### src/rtl/ram_port_arbiter_if.sv
// ram_port_arbiter_if: requester-side and RAM-side signals of ram_port_arbiter
interface ram_port_arbiter_if #(
  parameter int N_REQ  = 20,
  parameter int ADDR_W = 14,
  parameter int DATA_W = 8
);
  logic [N_REQ-1:0]        i_req, i_we, o_gnt, o_rvalid;
  logic [N_REQ*ADDR_W-1:0] i_addr;
  logic [N_REQ*DATA_W-1:0] i_wdata;
  logic [DATA_W-1:0]       o_rdata, o_D, i_D;
  logic [ADDR_W-1:0]       o_addr;
  logic                    WE, RE;
  modport slave  (input  i_req, i_we, i_addr, i_wdata, i_D,
                  output o_gnt, o_rvalid, o_rdata, o_addr, o_D, WE, RE);
  modport master (output i_req, i_we, i_addr, i_wdata, i_D,
                  input  o_gnt, o_rvalid, o_rdata, o_addr, o_D, WE, RE);
endinterface

### src/rtl/ram_port_arbiter.sv
// ram_port_arbiter: round-robin sharing of one byte RAM among N_REQ requesters; RAM_ARB_WPRIO_EN adds write priority with forced reads
module ram_port_arbiter #(
  parameter int N_REQ  = 20,
  parameter int ADDR_W = 14,
`ifdef RAM_ARB_WPRIO_EN
  parameter int MAX_WSTREAK = 4,
`else
`endif
  parameter int DATA_W = 8
) (
  input logic               i_clk,
  input logic               i_rst,
  ram_port_arbiter_if.slave bus
);
  localparam int PW = $clog2(N_REQ);
  logic [PW-1:0]    ptr, win;
  logic             hit;
  logic [N_REQ-1:0] mask;
  // downward scan so the last hit kept is the nearest one at or after p
  function automatic logic [PW:0] pick(input logic [N_REQ-1:0] m, input logic [PW-1:0] p);
    logic [PW:0] r;
    r = '0;
    for (int i = N_REQ - 1; i >= 0; i--) begin : scan
      int j;
      j = int'(p) + i;
      j = (j >= N_REQ) ? j - N_REQ : j;
      if (m[j]) r = {1'b1, j[PW-1:0]};
    end
    return r;
  endfunction
`ifdef RAM_ARB_WPRIO_EN
  localparam int SW = $clog2(MAX_WSTREAK + 1);
  logic [SW-1:0]    wstreak;
  logic [N_REQ-1:0] wr_req, rd_req;
  logic             wr_gnt;
  assign wr_req = bus.i_req & bus.i_we;
  assign rd_req = bus.i_req & ~bus.i_we;
  assign wr_gnt = hit & bus.i_we[win];
  assign mask = (wstreak == SW'(MAX_WSTREAK) && |rd_req) ? rd_req : |wr_req ? wr_req : bus.i_req;
  always_ff @(posedge i_clk or negedge i_rst) begin
    if (!i_rst) wstreak <= '0;
    else if (!wr_gnt) wstreak <= '0;
    else if (wstreak != SW'(MAX_WSTREAK)) wstreak <= wstreak + 1'b1;
  end
`else
  assign mask = bus.i_req;
`endif
  assign {hit, win}   = pick(mask, ptr);
  assign bus.o_gnt    = hit ? {{(N_REQ-1){1'b0}}, 1'b1} << win : '0;
  assign bus.WE       = hit & bus.i_we[win];
  assign bus.RE       = hit & ~bus.i_we[win];
  assign bus.o_addr   = hit ? bus.i_addr[int'(win)*ADDR_W +: ADDR_W] : '0;
  assign bus.o_D      = hit ? bus.i_wdata[int'(win)*DATA_W +: DATA_W] : '0;
  assign bus.o_rdata  = bus.i_D;
  always_ff @(posedge i_clk or negedge i_rst) begin
    if (!i_rst) begin
      ptr          <= '0;
      bus.o_rvalid <= '0;
    end else begin
      if (hit) ptr <= (win == PW'(N_REQ - 1)) ? '0 : win + 1'b1;
      bus.o_rvalid <= bus.RE ? bus.o_gnt : '0;
    end
  end
endmodule

### src/flat_wrapper.sv
// flat-port wrapper written by rule: the top's interface ports become plain ports
module ram_port_arbiter_flat 
#(
  parameter int N_REQ  = 20,
  parameter int ADDR_W = 14,


  parameter int DATA_W = 8
)
  (i_clk, i_rst, bus_i_req, bus_i_we, bus_i_addr, bus_i_wdata, bus_i_D, bus_o_gnt, bus_o_rvalid, bus_o_rdata, bus_o_addr, bus_o_D, bus_WE, bus_RE);
  ram_port_arbiter_if #(.N_REQ(N_REQ), .ADDR_W(ADDR_W), .DATA_W(DATA_W)) bus_i ();
  input logic i_clk;
  input logic i_rst;
  input wire logic [$bits(bus_i.i_req)-1:0] bus_i_req;
  input wire logic [$bits(bus_i.i_we)-1:0] bus_i_we;
  input wire logic [$bits(bus_i.i_addr)-1:0] bus_i_addr;
  input wire logic [$bits(bus_i.i_wdata)-1:0] bus_i_wdata;
  input wire logic [$bits(bus_i.i_D)-1:0] bus_i_D;
  output wire logic [$bits(bus_i.o_gnt)-1:0] bus_o_gnt;
  output wire logic [$bits(bus_i.o_rvalid)-1:0] bus_o_rvalid;
  output wire logic [$bits(bus_i.o_rdata)-1:0] bus_o_rdata;
  output wire logic [$bits(bus_i.o_addr)-1:0] bus_o_addr;
  output wire logic [$bits(bus_i.o_D)-1:0] bus_o_D;
  output wire logic [$bits(bus_i.WE)-1:0] bus_WE;
  output wire logic [$bits(bus_i.RE)-1:0] bus_RE;
  assign bus_i.i_req = bus_i_req;
  assign bus_i.i_we = bus_i_we;
  assign bus_i.i_addr = bus_i_addr;
  assign bus_i.i_wdata = bus_i_wdata;
  assign bus_i.i_D = bus_i_D;
  assign bus_o_gnt = bus_i.o_gnt;
  assign bus_o_rvalid = bus_i.o_rvalid;
  assign bus_o_rdata = bus_i.o_rdata;
  assign bus_o_addr = bus_i.o_addr;
  assign bus_o_D = bus_i.o_D;
  assign bus_WE = bus_i.WE;
  assign bus_RE = bus_i.RE;
  ram_port_arbiter #(.N_REQ(N_REQ), .ADDR_W(ADDR_W), .DATA_W(DATA_W)) u_core (.i_clk(i_clk), .i_rst(i_rst), .bus(bus_i));
endmodule
### config.mk
export PLATFORM = sky130hd
export DESIGN_NAME = ram_port_arbiter_flat
export DESIGN_NICKNAME = d
export VERILOG_FILES = /design/src/rtl/ram_port_arbiter_if.sv /design/src/rtl/ram_port_arbiter.sv /design/src/flat_wrapper.sv
export SDC_FILE = /design/constraint.sdc
export NUM_CORES = 1
export LEC_CHECK = 0
export CAP_MARGIN = 20
export CORE_AREA = 2 2 217 219
export CTS_CLUSTER_SIZE = 24
export DETAILED_ROUTE_END_ITERATION = 6
export DIE_AREA = 0 0 219 221
export PLACE_DENSITY = 0.53
export REMOVE_ABC_BUFFERS = 1
export SYNTH_ARGS = -nofsm -noshare
export SYNTH_HDL_FRONTEND = slang
export SYNTH_SLANG_ARGS = --single-unit
### constraint.sdc
create_clock -name i_clk -period 16.6 [get_ports i_clk]
set_input_delay 3.32 -clock i_clk [delete_from_list [all_inputs] [get_ports i_clk]]
set_output_delay 3.32 -clock i_clk [all_outputs]
set_load 0.02 [all_outputs]
==> impl_metrics.json, run 1 <==
{
  "outcome": "complete, no violations",
  "syn_inst": 1748,
  "rows": 79,
  "rsz0062_at_grt": "false",
  "yosysWarnings": 0,
  "synth_cell_type_count": 103,
  "min_from": "u_core.ptr[2]",
  "crit_start": "bus_i_req[3]",
  "period_needed_ns": 13.49,
  "holdPathEnd": "u_core.ptr[2]",
  "synth_area_mm2": 0.0116,
  "required_ns": 13.28,
  "synth_seq_cells": 25,
  "drc": 0,
  "grt_usage_pct": 29.2,
  "fin_crit_sh_pct": 81.3,
  "multi_input_area_mm2": 0.0102,
  "postLayoutCellArea_mm2": 0.0177,
  "cpPeakStageDelay_ns": 0.72,
  "vias": 16300,
  "worstMarginPinSlew_ns": 0.950,
  "first_pass_iters": 5,
  "fin_tns_setup_ns": 0,
  "io_buffer_count": 545,
  "critPathArrivalTime_ns": 10.17,
  "gp_routability_congestion": 0.979,
  "worstSetupPathType": "primary input to primary output",
  "start_util_pct": 25.3,
  "htree_levels": 1,
  "cts_hold_buf": 0,
  "synth_top_flop_cell": "dfrtp_1",
  "die_h_um": 221,
  "place_area_mm2": 0.0176,
  "min_delay_path_depth": 3,
  "worst_hold_path_type": "flip-flop to flip-flop",
  "area_delta_synth_final_pct": 51.8,
  "clockBufferDepth": 2,
  "fin_skew_ns": 0.00238,
  "rrSetupSlack_ns": 7.90,
  "nFillCells": 4952,
  "rr_endpoint": "u_core.bus.o_rvalid[6]",
  "clk_pin_slew_ns": 0.07,
  "max_slew_margin_pct": 36.5,
  "drive_gt1_share_pct": 6.39,
  "clock.fmax_ghz": 0.0741,
  "io-pin-count": 562,
  "clock_sinks": 25,
  "hold_viol_final": 0,
  "start_kind": "primary input",
  "rr_startpoint": "u_core.ptr[1]",
  "vias_per_cell": 5.80,
  "final_common_cell": "clkdlybuf4s50_1",
  "totalWireLength_um": 73700,
  "seq_area_um2": 628,
  "maxSlewViolCount": 0,
  "synthArstFlopShare_pct": 100,
  "report.final.setup_viol": 0,
  "core_mm2": 0.0461,
  "cp-end-kind": "primary output",
  "first_iter_violations": 1536,
  "ff2ff_path_depth": 21,
  "die_area_mm2": 0.0484,
  "syn_avg_cell_area_um2": 6.66,
  "ys_seq_area_share_pct": 5.37,
  "wire_per_inst_um": 26.3,
  "nets": 2733,
  "tritoncts": "done",
  "grt_max_degree": 156,
  "clkLatencyLatePin_ns": 0.26,
  "postCtsSetupBuffers": 0,
  "grt_pass1_wl_um": 106000,
  "final_cell_mix": "clkdlybuf4s50_1 (545), nand2_1 (312), nor2_1 (142), nand3_1 (97), a21oi_1 (96)",
  "crit_fanout": 155,
  "grt-ovfl-total": 0,
  "crit_chain": "clkdlybuf4s50_1 > mux4_2 > mux4_2 > mux2_2 > nand2_1 > o31a_1 > or3b_1 > a221oi_2 > a221o_1 > o21bai_2 > a21oi_4 > buf_12 > buf_4 > nor2_1 > nor3_1 > o22ai_1 > nor3_4 > a22o_1 > clkdlybuf4s50_1",
  "cts_root_buf": "clkbuf_16",
  "hpwl_um": 59300,
  "grt_antenna_before_repair": 14,
  "drv_cap": 0,
  "antenna_left": 0,
  "cts_resized": 0,
  "die_w_um": 219,
  "grt_pass1_vias": 15700,
  "slowest_stage": "nor3_4",
  "cts-buffers-inserted": 3,
  "synth_edf_count": 0
}
state kept, by name (all words and copies together) (netlist names):
register,cells
u_core.ptr,5
u_core.bus.o_rvalid,20
routing by layer:
metal	routed length (um)	part of all wire [%]	track usage, %	vias up
li1	-	-	-	7508
met3	5170	7.0	4.34	115
met1	30300	41	37.7	7844
met4	2320	3.1	8.22	12
met5	85	0.12	0	-
met2	35800	49	50.1	787
layout make-up:
type                    instances  share of cell area (%)
multi-input cells            1534                    58.0
repair buffers                576                    32.5
well taps                     607                    4.30
flip-flops and latches         25                    3.56
inverters                      53                    1.14
clock buffers                   3                   0.425
diodes                          7                  0.0992
clock inverters                 1                  0.0283
critical path, delay by kind of cell:
family | cells | cell delay [ns]
mux | 3 | 1.40
compound gates | 7 | 1.68
buf+inv | 4 | 2.26
simple gates | 5 | 1.45
synth_stat cells (6+ instances only):
cell type | count | area (um^2)
a2111oi_0 | 13 | 114
nor2_1 | 145 | 544
nand4_1 | 6 | 37.5
o22ai_1 | 49 | 307
a221oi_1 | 31 | 272
mux2i_1 | 80 | 801
buf_1 | 10 | 37.5
and3_1 | 16 | 100
a31oi_1 | 54 | 338
o211ai_1 | 25 | 188
o21ai_1 | 11 | 55.1
buf_4 | 10 | 75.1
o21bai_1 | 18 | 135
a21o_1 | 17 | 128
nor4_1 | 14 | 87.6
a21boi_0 | 9 | 67.6
or2_2 | 6 | 37.5
nand2b_1 | 19 | 119
a211oi_1 | 28 | 210
inv_2 | 8 | 30.0
and2_1 | 16 | 100
nor3_2 | 13 | 130
o21a_1 | 11 | 82.6
o21ai_0 | 57 | 285
clkbuf_1 | 69 | 259
nand3_1 | 97 | 485
nand2_1 | 312 | 1170
a221o_1 | 13 | 130
xnor2_1 | 37 | 324
dfrtp_1 | 25 | 626
nor2b_1 | 16 | 100
a21oi_1 | 97 | 485
mux2_2 | 12 | 135
o221ai_1 | 29 | 254
o2111ai_1 | 6 | 52.6
buf_2 | 42 | 210
or3_1 | 12 | 75.1
mux4_2 | 26 | 586
o31ai_1 | 21 | 158
inv_1 | 44 | 165
nor3_1 | 41 | 205
ha_1 | 49 | 613
worst max path at each step:
| stage | end | cells after the start |
|---|---|---|
| global route | bus_WE | 19 |
| CTS | bus_WE | 19 |
| floorplan | bus_WE | 16 |
| detailed placement | bus_WE | 19 |
| global placement | bus_WE | 19 |
| finish | bus_WE | 19 |
cell families (layout without fill, tap and decap cells):
| kind of cell | after synthesis | after routing | share of synthesized area [%] |
|---|---|---|---|
| AO/OA/AOI/OAI | 573 | 573 | 35.4 |
| flip-flops | 25 | 25 | 5.37 |
| multiplexers | 119 | 119 | 13.2 |
| adder cells (fa/ha/maj) | 50 | 50 | 5.44 |
| other | 0 | 7 | 0 |
| XOR/XNOR | 41 | 41 | 3.20 |
| AND/OR/NAND/NOR | 751 | 751 | 30.2 |
| buffers and inverters | 189 | 633 | 7.19 |
through the flow:
| step | utilization (%) | setup slack (ns) | instances | hold slack, ns |
|---|---|---|---|---|
| global route | 38.4 | 2.81 | 2806 | 0.872 |
| floorplan | - | 1.03 | 1612 | 0.869 |
| detailed placement | 38.1 | 3.20 | 2795 | 0.858 |
| CTS | 38.3 | 3.18 | 2799 | 0.871 |
| finish | 38.4 | 3.11 | 2806 | 0.836 |
| global placement | 38.1 | 3.27 | 2794 | 0.834 |
Power of run 1 is not shown: default switching activity piles up to over one toggle a cycle in this logic, so the estimate is an artifact.
==> inputs of run 2 (changes only) <==
Settings changed: CORE_AREA 2 2 217 219 to 2 2 218 220, DIE_AREA 0 0 219 221 to 0 0 220 222.
Clock period 16.6 ns to 13.3 ns, I/O delays scaled along.
==> run 2 against run 1 <==
Global-route usage grew 0.25 points. Utilization grew 0.20 points. Flip-flop and latch count is the same. Largest cell class unchanged.
==> impl_metrics.json, run 2 (synthesized netlist as in run 1, its figures left out) <==
{
  "grt_pass1_wl_um": 108000,
  "ff2ff_path_depth": 24,
  "min_delay_path_depth": 2,
  "drc": 0,
  "rrSetupSlack_ns": 5.12,
  "dp_worst_setup_slack_ns": 1.74,
  "cts_root_buf": "clkbuf_16",
  "antenna_left": 0,
  "grt_pass1_vias": 16100,
  "worstMarginPinSlew_ns": 0.984,
  "worst_hold_path_type": "flip-flop to flip-flop",
  "totalWireLength_um": 74900,
  "clockBufferDepth": 2,
  "final_cell_mix": "clkdlybuf4s50_1 (545), nand2_1 (312), nor2_1 (142), nand3_1 (97), a21oi_1 (96)",
  "crit_fanout": 84,
  "holdPathEnd": "u_core.ptr[2]",
  "drive_gt1_share_pct": 7.36,
  "required_ns": 10.64,
  "io_buffer_count": 545,
  "cts_hold_buf": 0,
  "die_h_um": 222,
  "maxSlewViolCount": 0,
  "clk_pin_slew_ns": 0.07,
  "clock_sinks": 25,
  "grt_usage_pct": 29.5,
  "first_pass_iters": 6,
  "start_kind": "primary input",
  "setup_ws_ns": 1.62,
  "largest_reg_flops": 20,
  "nFillCells": 4884,
  "final_common_cell": "clkdlybuf4s50_1",
  "rows": 79,
  "place_inst": 2819,
  "postCtsSetupBuffers": 0,
  "final_cell_count_no_fill": 2830,
  "wire_per_inst_um": 26.5,
  "fin_skew_ns": 0.00349,
  "period_needed_ns": 11.68,
  "grt-ovfl-total": 0,
  "clock.fmax_ghz": 0.0856,
  "largestRegisters": "u_core.bus.o_rvalid: 20 flops, u_core.ptr: 5 flops",
  "grt_max_degree": 89,
  "max_slew_margin_pct": 34.4,
  "core_mm2": 0.0463,
  "outcome": "complete, no violations",
  "hold_viol_final": 0,
  "area_delta_synth_final_pct": 53.2,
  "place_area_mm2": 0.0177,
  "clkLatencyLatePin_ns": 0.27,
  "regMostFlops": "u_core.bus.o_rvalid",
  "htree_levels": 1,
  "first_iter_violations": 1504,
  "whs_ns": 0.826,
  "cts_resized": 0,
  "rsz0062_at_grt": "false",
  "rr_startpoint": "u_core.ptr[1]",
  "critPathArrivalTime_ns": 9.02,
  "nets": 2757,
  "grt_antenna_before_repair": 9,
  "tritoncts": "done",
  "hpwl_um": 61000,
  "rr_endpoint": "u_core.bus.o_rvalid[8]",
  "die_area_mm2": 0.0488,
  "start_util_pct": 25.2,
  "vias": 16300,
  "min_from": "u_core.ptr[2]",
  "report.final.setup_viol": 0,
  "drv_cap": 0,
  "vias_per_cell": 5.77,
  "io-pin-count": 562,
  "gp_routability_congestion": 0.967,
  "cts-buffers-inserted": 3,
  "die_w_um": 220,
  "cp-end-kind": "primary output",
  "postLayoutCellArea_mm2": 0.0178,
  "worstSetupPathType": "primary input to primary output",
  "fin_crit_sh_pct": 87.8
}
## run 2: cell count changes in the layout (fill, tap and decap cells not counted)
| cell | before | now |
|---|---|---|
| nor2_4 | 2 | 3 |
| nor2_2 | 2 | 1 |
| clkinv_2 | 1 | 0 |
| buf_4 | 28 | 53 |
| inv_6 | 0 | 1 |
| dfrtp_2 | 2 | 1 |
| dfrtp_1 | 23 | 24 |
| buf_16 | 1 | 0 |
## run 2: area by class of cell
type                       instances  area (um^2)  share of cell area (%)
antenna                            7         17.5                  0.0982
clock buffer                       3         75.1                   0.421
clock inverter                     1         8.76                  0.0491
inverter                          53          201                    1.13
multi-input combinational       1534        10300                    57.5
sequential                        25          627                    3.51
tap                              607          759                    4.26
timing repair buffer             600         5890                    33.0
## run 2: how the worst max path moves through the flow
stage                    endpoint           from  depth (start not counted)
floorplan                  bus_WE  u_core.ptr[0]                         21
global placement    bus_o_addr[1]   bus_i_req[3]                         17
detailed placement  bus_o_addr[1]  bus_i_req[15]                         17
CTS                 bus_o_addr[1]   bus_i_req[0]                         17
global route        bus_o_addr[3]   bus_i_req[3]                         17
finish              bus_o_addr[1]   bus_i_req[0]                         17
## run 2: worst max-delay path: stages
cell             delay, ns
clkdlybuf4s50_1       0.47
mux4_2                0.60
mux4_2                0.49
mux2_2                0.27
nand2_1               0.10
o31a_1                0.45
or3b_1                0.42
a221oi_2              0.27
a221o_1               0.23
o21bai_2              0.13
a21oi_4               0.24
buf_4                 0.75
nor2_1                0.10
o31ai_1               0.31
nor2_1                0.09
a31oi_1               0.59
clkdlybuf4s50_1       0.74
## run 2: through the flow
stage	utilization (%)	setup TNS, ns
5_1_grt	38.5	0
3_5_place_dp	38.3	0
4_1_cts	38.5	0
2_1_floorplan	-	-35.11
6_report	38.6	0
3_3_place_gp	38.3	0
## run 2: layer usage
| layer | wire [um] | track usage [%] | vias up |
|---|---|---|---|
| li1 | - | - | 7544 |
| met1 | 31000 | 37.9 | 7926 |
| met2 | 36900 | 51.2 | 731 |
| met3 | 4540 | 3.22 | 114 |
| met4 | 2390 | 8.94 | 4 |
| met5 | 24 | 0 | - |
Power of run 2 is left out for the same reason.
